==> config.mk <==
export PLATFORM = sky130hd
export DESIGN_NAME = byte_joining_param
export DESIGN_NICKNAME = d
export VERILOG_FILES = /design/src/rtl/byte_joining_param.sv
export SDC_FILE = /design/constraint.sdc
export NUM_CORES = 1
export LEC_CHECK = 0
export CORE_MARGIN = 10
export CORE_UTILIZATION = 45
export DETAILED_ROUTE_END_ITERATION = 8
export SYNTH_ARGS = -nofsm -noshare
export SYNTH_HDL_FRONTEND = slang
export SYNTH_SLANG_ARGS = --single-unit
==> constraint.sdc <==
create_clock -name clk -period 5.7 [get_ports clk]
set_input_delay 0.57 -clock clk [delete_from_list [all_inputs] [get_ports clk]]
set_output_delay 0.57 -clock clk [all_outputs]
set_load 0.005 [all_outputs]
==> src/rtl/byte_joining_param.sv <==
// Lane de-striping byte joiner: buffers LANES-wide symbol groups in a FIFO and
// serialises each group lane 0 first, up to its stored active-lane index.
module byte_joining_param #(
    parameter int unsigned LANES = 4,
    parameter int unsigned WIDTH = 8,
    parameter int unsigned CW    = 2,
    parameter int unsigned AW    = 2
) (
    input  logic                   clk,
    input  logic                   reset,
    input  logic [LANES*WIDTH-1:0] lanes_in,
    input  logic [CW-1:0]          active_lanes,
    input  logic                   lanes_valid,
    output logic                   lanes_ready,
    output logic [WIDTH-1:0]       out_byte,
    output logic                   out_valid,
    input  logic                   out_ready,
    output logic [CW-1:0]          lane_idx,
    output logic [AW:0]            fifo_count,
    output logic                   group_done
);

    localparam int unsigned DEPTH = 2 ** AW;
    localparam logic [CW-1:0] MAX_LANE = CW'(LANES - 1);
    localparam logic [AW:0] FULL_COUNT = (AW + 1)'(DEPTH);

    logic [LANES*WIDTH-1:0] mem_lanes [DEPTH];
    logic [CW-1:0]          mem_act   [DEPTH];

    logic [AW-1:0] wr_ptr_q, rd_ptr_q;
    logic [AW:0]   count_q;
    logic [CW-1:0] lane_idx_q;

    logic          push, pop, last_lane, pop_group;
    logic [CW-1:0] act_clamped;
    logic [CW-1:0] head_act;

    assign head_act  = mem_act[rd_ptr_q];
    assign push      = lanes_valid & lanes_ready;
    assign pop       = out_valid & out_ready;
    assign last_lane = (lane_idx_q == head_act);
    assign pop_group = pop & last_lane;

    // Only matters when LANES is not a power of two.
    assign act_clamped = (active_lanes > MAX_LANE) ? MAX_LANE : active_lanes;

    // Storage is deliberately left unreset; validity is tracked by count_q.
    always_ff @(posedge clk) begin
        if (push) begin
            mem_lanes[wr_ptr_q] <= lanes_in;
            mem_act[wr_ptr_q]   <= act_clamped;
        end
    end

    always_ff @(posedge clk or posedge reset) begin
        if (reset) begin
            wr_ptr_q   <= '0;
            rd_ptr_q   <= '0;
            count_q    <= '0;
            lane_idx_q <= '0;
        end else begin
            if (push) begin
                wr_ptr_q <= wr_ptr_q + 1'b1;
            end
            if (pop) begin
                if (last_lane) begin
                    lane_idx_q <= '0;
                    rd_ptr_q   <= rd_ptr_q + 1'b1;
                end else begin
                    lane_idx_q <= lane_idx_q + 1'b1;
                end
            end
            unique case ({push, pop_group})
                2'b10:   count_q <= count_q + 1'b1;
                2'b01:   count_q <= count_q - 1'b1;
                default: count_q <= count_q;
            endcase
        end
    end

    always_comb begin
        lanes_ready = (count_q != FULL_COUNT);
        out_valid   = (count_q != '0);
        lane_idx    = lane_idx_q;
        fifo_count  = count_q;
        group_done  = pop_group;
        out_byte    = '0;
        if (out_valid) begin
            for (int unsigned i = 0; i < LANES; i++) begin
                if (lane_idx_q == CW'(i)) begin
                    out_byte = mem_lanes[rd_ptr_q][i*WIDTH +: WIDTH];
                end
            end
        end
    end

endmodule

==> key figures, run 1 <==
Clocking
  • H-tree levels: 4
  • Inserted Clock Buffers: 17
  • Clock transition at path regs: ~0.060 ns
  • Post-CTS setup buffers: 0
  • Resized cells post-CTS: 0
  • CTS tree: done
  • Root Driver: clkbuf_16
  • CTS Hold Bufs: 0
  • Clock sinks: around 150
  • CTS max path bufs: 2
  • Clk_lat worst skew: between 0.4 and 0.5 ns

Setup path
  • Crit Path Max Fanout: 9
  • Setup crit start kind: flip-flop
  • Bufs and invs on worst path: 2
  • Worst path slowest cell: nor2b_1
  • Worst path arrival time: ~3.2 ns
  • Worst setup EP type: primary output
  • Critical path data required time: about 5 ns
  • CP Cell Sequence: inv_1 -> ha_1 -> nor2b_1 -> a22oi_1 -> o21ai_1 -> and3_1 -> clkdlybuf4s50_1
  • CP top delay family: simple AND/OR/NAND/NOR gates
  • WS Path Type: flip-flop to primary output
  • Slowest stage delay, CP: ~0.66 ns

Cells and area
  • Layout area overhead: 22.11%
  • FF/Latch Area: around 4300 µm²
  • Filler instances: roughly 1000
  • Final net count: approximately 400
  • Most common cell after layout, fill and taps aside: edfxtp_1
  • # diodes: 0
  • Share of post-route cells with drive strength above 1: 18.18%
  • Fin util: 56.23%
  • Area of the multi-input gates: ~1400 µm²
  • Commonest cells after routing, fill and taps aside: edfxtp_1 (136), clkdlybuf4s50_1 (53), mux4_2 (27), clkbuf_16 (18), and3_1 (12)

Global routing
  • Largest net degree at the start of global routing: 35
  • Vias in the first global route: ~3000
  • Global-route wire length before repair: roughly 17 mm
  • Antenna violations before repair: 0
  • Remaining Overflow, GRT: 0
  • Gr usage total: a little over an eighth

Yosys
  • Post-Synth Simple-Gate Area: under 10%
  • Post-synthesis xor/xnor area fraction: roughly 1.4%
  • Async SR Flop Fraction: under 10%
  • Post-synth EDFFs: between 100 and 150
  • Distinct cells, synth: 34
  • Mux cell area share after synthesis: roughly 14%
  • Syn nets: roughly 330
  • Post-synthesis sequential area ratio: between 70% and 80%
  • Adder-Cell Fraction of Synth Area: under 10%
  • Ys flop type: edfxtp_1
  • Synthesized area per cell: slightly above 20 µm²
  • Synth Area in Compound Gates: approximately 3.1%
  • Ys Warns: 0
  • Largest family of logic cells by synthesized area: multiplexers
  • Synthesized cell area: 5834 µm²
  • FF+latch count, synth: around 150
  • Post-Syn Instances: roughly 290

Placement
  • Final Wtd Congestion: 0.7687
  • Final HPWL DP: between 6 and 7 mm
  • Port Buf Inserts: between 50 and 60

Die
  • Rows: 41
  • Total core area: roughly 13000 µm²
  • Chip height: between 100 and 150 µm
  • Die span in x: approximately 130 µm
  • Die ar.: 17920 µm²
  • I/O pin cnt: 54
  • Effective utilization at floorplan: ~46%

Timing
  • Final hold vios: 0
  • Final TNS setup: 0 ns
  • Rel. slew slack: around 36%
  • Final Skew: between 0.005 and 0.006 ns
  • RSZ-0062 raised after global routing: false
  • Final setup viols: 0
  • Final hold slack: about 0.42 ns
  • Achievable Freq: between 200 and 300 MHz
  • Worst Tran Pin Value: between 0.9 and 1 ns
  • Max-slew violations: 0
  • Fraction of the cycle the final worst path needs: 66.09%
  • Min cycle time layout: 3.767 ns

Route
  • 1st-pass router iterations: 4
  • Routed Antenna Nets: 0
  • DR vias/cell: ~5.3
  • Number of remaining DRC errors: 0
  • Initial DRC Count: between 150 and 200
  • WL/cell: between 20 and 25 µm
  • Final wirelength: about 11 mm
  • Total vias in the final route: 2854

Outcome
  • Outcome: finished clean

Power and ir drop
  • Power per cell area: around 530 nW/µm²
  • Leak Pwr: roughly 2.4 nW
  • VDD IR max: just over 0.0002 V

Min path
  • Hold crit path type: input port to async pin

Job
  • Max-Cap Viols: 0
## worst paths after layout
check / slack, ns / depth (start not counted) / end / from
min in group clk: 0.51 / 1 / fifo_count[2] / fifo_count[2]
setup reg to reg: 2.62 / 9 / fifo_count[2] / rd_ptr_q[1]
hold / removal: 0.42 / 2 / wr_ptr_q[1] / reset
max in group asynchronous: 4.99 / 2 / rd_ptr_q[0] / reset
setup / recovery: 1.93 / 7 / out_byte[0] / lane_idx[1]
hold reg to reg: 0.51 / 1 / fifo_count[2] / fifo_count[2]
## logic make-up after synthesis
| family | after synthesis |
|---|---|
| AND/OR/NAND/NOR | 35 |
| multiplexers | 38 |
| adder cells (fa/ha/maj) | 10 |
| AO/OA/AOI/OAI | 29 |
| flip-flops | 145 |
| buffers and inverters | 20 |
| XOR/XNOR | 9 |
## flip-flops by register name (all words and copies together), names as in the netlist
signal / flops
fifo_count: 3
lane_idx: 2
mem_act: 8
mem_lanes: 128
rd_ptr_q: 2
wr_ptr_q: 2
## worst reg2reg max path, cell delays in order (launching register included)
cell and delay (ns):
dfrtp_1 0.97, mux2i_1 0.31, and2_1 0.25, o211a_1 0.24, o21a_1 0.21, ha_1 0.24, fa_1 0.38, xnor2_1 0.16
nor2_1 0.06, xor2_1 0.13
## synthesized netlist by cell type, types with 4 or more instances
cell	count	share of area (%)
edfxtp_1	136	70
mux4_2	27	10
and3_1	12	1.3
dfrtp_1	9	3.9
ha_1	9	1.9
nand2b_1	9	0.96
a21oi_1	8	0.69
a22oi_1	8	1.0
buf_2	8	0.69
o21ai_1	8	0.69
xnor2_1	8	1.2
inv_1	6	0.39
mux4_1	5	2.3
mux2i_1	4	0.69
## layout make-up
cell class	instances	share of cell area, %
repair buffers	59	8.079
inverters	6	0.3161
clock inverters	9	1.458
flip-flops and latches	145	60.50
multi-input cells	121	19.62
well taps	172	3.021
clock buffers	23	7.007
## stage by stage
step | worst slack, ns | instances | power, mW | instance area (µm²)
finish | 1.933 | 535 | 3.793 | 7124
global route | 1.675 | 535 | 3.995 | 7124
CTS | 1.856 | 535 | 3.844 | 7124
detailed placement | 2.313 | 503 | 2.738 | 6521
global placement | 2.336 | 503 | 2.726 | 6521
floorplan | 3.235 | 286 | 2.300 | 5834
## power breakdown
| part | switching [mW] | internal [mW] | leakage, nW |
|---|---|---|---|
| clock | 0.400 | 0.702 | 0.294 |
| sequential | 0.133 | 1.42 | 1.35 |
| combinational | 0.542 | 0.599 | 0.768 |
## per-layer routing
metal,vias up,GRT usage [%],wire length (µm)
li1,1296,-,-
met1,1494,16.18,4974
met2,54,20.46,5572
met5,-,0,0
met3,10,4.668,484
met4,0,5.200,136
Note: power is estimated with default switching activity, not from simulation.
==> run 2: changes to the inputs <==
clock period = 3.48 ns   (was 5.7 ns; I/O delays follow)
==> key figures, run 2 (same netlist as run 1, synthesis figures left out) <==
Cells and area
  • Largest register FFs: 128 (unchanged)
  • Share of post-route cells with drive strength above 1: 18.48% (+0.30 points)
  • Most common cell after layout, fill and taps aside: edfxtp_1
  • Area of the multi-input gates: 1398 µm² (unchanged)
  • Most flops, register: mem_lanes
  • Final net count: 403 (+1.3%)
  • Fin util: 56.52% (+0.30 points)
  • Layout area overhead: 22.75%
  • Post-layout instance area: 7162 µm² (+0.53%)
  • Commonest cells after routing, fill and taps aside: edfxtp_1 (136), clkdlybuf4s50_1 (53), mux4_2 (27), clkbuf_16 (17), and3_1 (12)
  • Filler instances: 987 (-1.8%)
  • FF/Latch Area: 4313 µm² (about the same)
  • # diodes: 0 (unchanged)
  • Final std cells w/o fill: 540 (+0.93%)

Clocking
  • H-tree levels: 4 (unchanged)
  • Root Driver: clkbuf_16
  • Clock sinks: 145 (unchanged)
  • CTS max path bufs: 2 (unchanged)
  • CTS Hold Bufs: 0 (unchanged)
  • CTS tree: done
  • Inserted Clock Buffers: 17 (unchanged)
  • Clock transition at path regs: 0.06 ns (about the same)
  • Clk_lat worst skew: 0.41 ns (about the same)

Route
  • 1st-pass router iterations: 4 (unchanged)
  • Number of remaining DRC errors: 0 (unchanged)
  • Routed Antenna Nets: 0 (unchanged)
  • Final wirelength: 11.09 mm (-0.68%)
  • DR vias/cell: 5.256 (-1.5%)
  • WL/cell: 20.54 µm (-1.6%)
  • Total vias in the final route: 2838 (-0.56%)
  • Initial DRC Count: 153 (-22%)

Power and ir drop
  • VDD IR max: 0.0004486 V (+120%)
  • Power per cell area: 875.4 nW/µm² (+64%)
  • Leak Pwr: 2.439 nW (+0.98%)
  • Tot Pwr: 6.270 mW (+65%)

Global routing
  • Largest net degree at the start of global routing: 35 (unchanged)
  • Vias in the first global route: 3109 (+0.88%)
  • Remaining Overflow, GRT: 0 (unchanged)
  • Antenna violations before repair: 0 (unchanged)
  • Gr usage total: 12.92% (-0.13 points)
  • Global-route wire length before repair: 17.37 mm (-0.12%)

Job
  • Max-Cap Viols: 0 (unchanged)

Die
  • Chip height: 133.9 µm (unchanged)
  • Die ar.: 17920 µm² (unchanged)
  • Rows: 41 (unchanged)
  • Total core area: 12670 µm² (unchanged)
  • Die span in x: 133.9 µm (unchanged)
  • I/O pin cnt: 54 (unchanged)
  • Effective utilization at floorplan: 46.05% (unchanged)

Outcome
  • Outcome: finished clean

Setup path
  • Worst setup EP type: primary output
  • Crit Path Max Fanout: 6 (-3)
  • WS Path Type: flip-flop to primary output
  • Worst path arrival time: 2.83 ns (-0.37 ns)
  • Critical path data required time: 3.13 ns (-2.00 ns)
  • Setup crit start kind: flip-flop

Placement
  • Post-Place Cells: 508 (+0.99%)
  • Port Buf Inserts: 53 (unchanged)
  • Pre-CTS setup slack: 0.5618 ns (-1.751 ns)
  • Final HPWL DP: 6.893 mm (-0.87%)
  • Placed inst area: 6559 µm² (+0.58%)
  • Final Wtd Congestion: 0.7479 (-2.7%)

Timing
  • Final worst slack: 0.3048 ns (-1.628 ns)
  • Final hold vios: 0 (unchanged)
  • Final hold slack: 0.2046 ns (-0.2195 ns)
  • Min cycle time layout: ~3.2 ns
  • Final setup viols: 0 (unchanged)
  • Fraction of the cycle the final worst path needs: between 90% and 100%
  • Worst Tran Pin Value: 0.6500 ns (-0.3129 ns)
  • RSZ-0062 raised after global routing: false
  • Max-slew violations: 0 (unchanged)
  • Final TNS setup: 0 ns (unchanged)
  • Achievable Freq: approximately 310 MHz
  • Rel. slew slack: 56.66% (+21 points)
  • Final Skew: 0.004886 ns (-0.0004390 ns)

Min path
  • Hold crit path type: input port to async pin
[run 2: what timing repair did]
| action | in CTS | in global routing |
|---|---|---|
| gates resized for setup | 0 | 1 |
| buffers inserted | 0 | 0 |
| setup endpoints to repair | 0 | 4 |
| endpoints found under the hold margin | 0 | 0 |
[run 2: worst max-delay path, stage by stage (launching register included)]
cell and delay [ns]:
dfrtp_1 0.46, inv_1 0.21, ha_1 0.18, nor2b_1 0.31, buf_4 0.23, a22oi_1 0.12, o21ai_1 0.17, and3_1 0.20
clkdlybuf4s50_1 0.52
[run 2: final timing paths]
path / from / end / slack, ns / cells after the start
setup / recovery: lane_idx[0] / out_byte[7] / 0.30 / 8
hold / removal: reset / wr_ptr_q[0] / 0.20 / 2
setup reg to reg: fifo_count[0] / fifo_count[2] / 0.84 / 8
hold reg to reg: fifo_count[2] / fifo_count[2] / 0.50 / 1
max in group asynchronous: reset / rd_ptr_q[0] / 2.98 / 2
min in group clk: fifo_count[2] / fifo_count[2] / 0.50 / 1
[run 2: area by class of cell]
class / count / share of cell area (%)
clock buffer: 19 / 6.045
clock inverter: 13 / 2.341
inverter: 6 / 0.3145
multi-input combinational: 121 / 19.51
sequential: 145 / 60.22
tap: 172 / 3.005
timing repair buffer: 64 / 8.560
[run 2: where the power goes]
group / switching, mW / internal (mW) / total, mW
registers: 0.169 / 2.32 / 2.49
clock network: 0.643 / 1.19 / 1.83
logic: 0.934 / 1.01 / 1.95
total: 1.75 / 4.52 / 6.27
[run 2: metal layers]
layer	part of all wire [%]	global-route usage (%)	up-vias
met5	0	0	-
met4	1.1	4.897	0
met3	5.2	3.771	9
met2	50	20.95	64
met1	44	16.06	1464
li1	-	-	1301
==> run 3: changes to the inputs <==
CELL_PAD_IN_SITES_DETAIL_PLACEMENT = 2   (was not set)
CELL_PAD_IN_SITES_GLOBAL_PLACEMENT = 2   (was not set)
CORE_UTILIZATION = 44   (was 45)
PLACE_DENSITY_LB_ADDON = 0.1   (was not set)
==> key figures, run 3 (same netlist as run 1, synthesis figures left out) <==
Clocking
  • Inserted Clock Buffers: 17 (unchanged)
  • Root Driver: clkbuf_16
  • Clk_lat worst skew: 0.42 ns (about the same)
  • CTS tree: done
  • Post-CTS setup buffers: 0 (unchanged)
  • Clock sinks: 145 (unchanged)
  • CTS Hold Bufs: 0 (unchanged)
  • H-tree levels: 4 (unchanged)
  • CTS max path bufs: 2 (unchanged)
  • Clock transition at path regs: 0.06 ns (about the same)
  • Resized cells post-CTS: 0 (unchanged)

Placement
  • Port Buf Inserts: 53 (unchanged)
  • Final HPWL DP: 8.552 mm (+24%)
  • Final Wtd Congestion: 0.7314 (-2.2%)
  • Placed inst area: 6561 µm² (about the same)

Timing
  • Achievable Freq: 303.8 MHz (-3.5%)
  • RSZ-0062 raised after global routing: false
  • Worst Tran Pin Value: 0.7811 ns (+0.1311 ns)
  • Final Skew: 0.006379 ns (+0.001494 ns)
  • Rel. slew slack: 47.93% (-8.7 points)
  • Max-slew violations: 0 (unchanged)
  • Final setup viols: 0 (unchanged)
  • Final TNS setup: 0 ns (unchanged)
  • Final hold slack: 0.2325 ns (+0.02789 ns)
  • Min cycle time layout: 3.292 ns (+0.1167 ns)
  • Final hold vios: 0 (unchanged)
  • Fraction of the cycle the final worst path needs: 94.59% (+3.4 points)

Die
  • Effective utilization at floorplan: 44.41% (-1.6 points)
  • Total core area: 13140 µm² (+3.7%)
  • Rows: 42 (+2.4%)
  • Die ar.: 18270 µm² (+1.9%)
  • Die span in x: 135.2 µm (+0.96%)
  • Chip height: 135.2 µm (+0.96%)
  • I/O pin cnt: 54 (unchanged)

Cells and area
  • Largest register FFs: 128 (unchanged)
  • Final net count: 401 (-0.50%)
  • Filler instances: 1154 (+17%)
  • Fin util: 53.90% (-2.6 points)
  • Layout area overhead: 21.38%
  • Post-layout instance area: 7082 µm² (-1.1%)
  • Commonest cells after routing, fill and taps aside: edfxtp_1 (136), clkdlybuf4s50_1 (53), mux4_2 (27), clkbuf_16 (17), and3_1 (12)
  • Most flops, register: mem_lanes
  • Share of post-route cells with drive strength above 1: 17.21% (-1.3 points)
  • Most common cell after layout, fill and taps aside: edfxtp_1
  • # diodes: 0 (unchanged)

Setup path
  • Worst path arrival time: 2.94 ns (+0.11 ns)
  • Bufs and invs on worst path: 2 (-1)
  • WS Path Type: flip-flop to primary output
  • Worst path slowest cell: dfrtp_2
  • Setup crit start kind: flip-flop
  • CP top delay family: buffers and inverters
  • Worst setup EP type: primary output
  • Critical path data required time: 3.13 ns (about the same)
  • Crit Path Max Fanout: 17 (+11)
  • Reg2Reg Setup Slack: 0.60 ns (-0.24 ns)
  • Slowest stage delay, CP: 0.62 ns (+0.10 ns)
  • CP Cell Sequence: buf_6 -> mux4_1 -> a21oi_1 -> o21ai_1 -> and3_1 -> clkdlybuf4s50_1

Job
  • Max-Cap Viols: 0 (unchanged)

Outcome
  • Outcome: finished clean

Power and ir drop
  • Leak Pwr: 2.395 nW (-1.8%)
  • Power per cell area: 876.5 nW/µm² (+0.12%)
  • VDD IR max: 0.0004384 V (-2.3%)

Route
  • Final wirelength: 13.91 mm (+25%)
  • DR vias/cell: 5.441 (+3.5%)
  • WL/cell: 25.66 µm (+25%)
  • Routed Antenna Nets: 0 (unchanged)
  • 1st-pass router iterations: 4 (unchanged)
  • Total vias in the final route: 2949 (+3.9%)
  • Number of remaining DRC errors: 0 (unchanged)
  • Initial DRC Count: 179 (+17%)

Global routing
  • Vias in the first global route: 3417 (+9.9%)
  • Antenna violations before repair: 0 (unchanged)
  • Gr usage total: 16.03% (+3.1 points)
  • Global-route wire length before repair: 21.47 mm (+24%)
  • Remaining Overflow, GRT: 0 (unchanged)
  • Largest net degree at the start of global routing: 35 (unchanged)

Min path
  • Hold crit path type: input port to async pin
run 3: power breakdown:
part,switching (mW),internal (mW),total [mW]
sequential,0.203,2.32,2.53
clock,0.652,0.967,1.62
combinational,1.04,1.02,2.06
total,1.89,4.31,6.21
run 3: layer usage:
| metal | track usage, % | vias up | part of all wire (%) |
|---|---|---|---|
| met4 | 6.160 | 0 | 0.90 |
| met2 | 25.83 | 74 | 51 |
| met5 | 0 | - | 0 |
| li1 | - | 1299 | - |
| met3 | 4.636 | 8 | 4.9 |
| met1 | 20.06 | 1568 | 43 |
run 3: layout make-up:
cell class | instances | area, µm² | area share (%)
timing repair buffer | 62 | 614.3 | 8.675
multi-input combinational | 121 | 1400 | 19.77
clock buffer | 23 | 447.9 | 6.325
inverter | 6 | 22.52 | 0.3180
tap | 176 | 220.2 | 3.110
clock inverter | 9 | 66.31 | 0.9364
sequential | 145 | 4310 | 60.87
run 3: final timing paths:
path                               start       endpoint  depth (start not counted)
hold / removal                     reset  fifo_count[0]                          2
setup reg to reg             rd_ptr_q[1]  fifo_count[2]                          9
max in group asynchronous          reset    rd_ptr_q[0]                          2
hold reg to reg            fifo_count[2]  fifo_count[2]                          1
min in group clk           fifo_count[2]  fifo_count[2]                          1
setup / recovery             rd_ptr_q[0]    out_byte[2]                          6
run 3: stage by stage:
step | instances | worst slack [ns] | power, mW
global route | 542 | 0.02897 | 6.546
global placement | 510 | 0.6005 | 4.545
detailed placement | 510 | 0.5728 | 4.633
floorplan | 286 | 1.015 | 3.767
CTS | 542 | 0.03492 | 6.300
finish | 542 | 0.1882 | 6.207
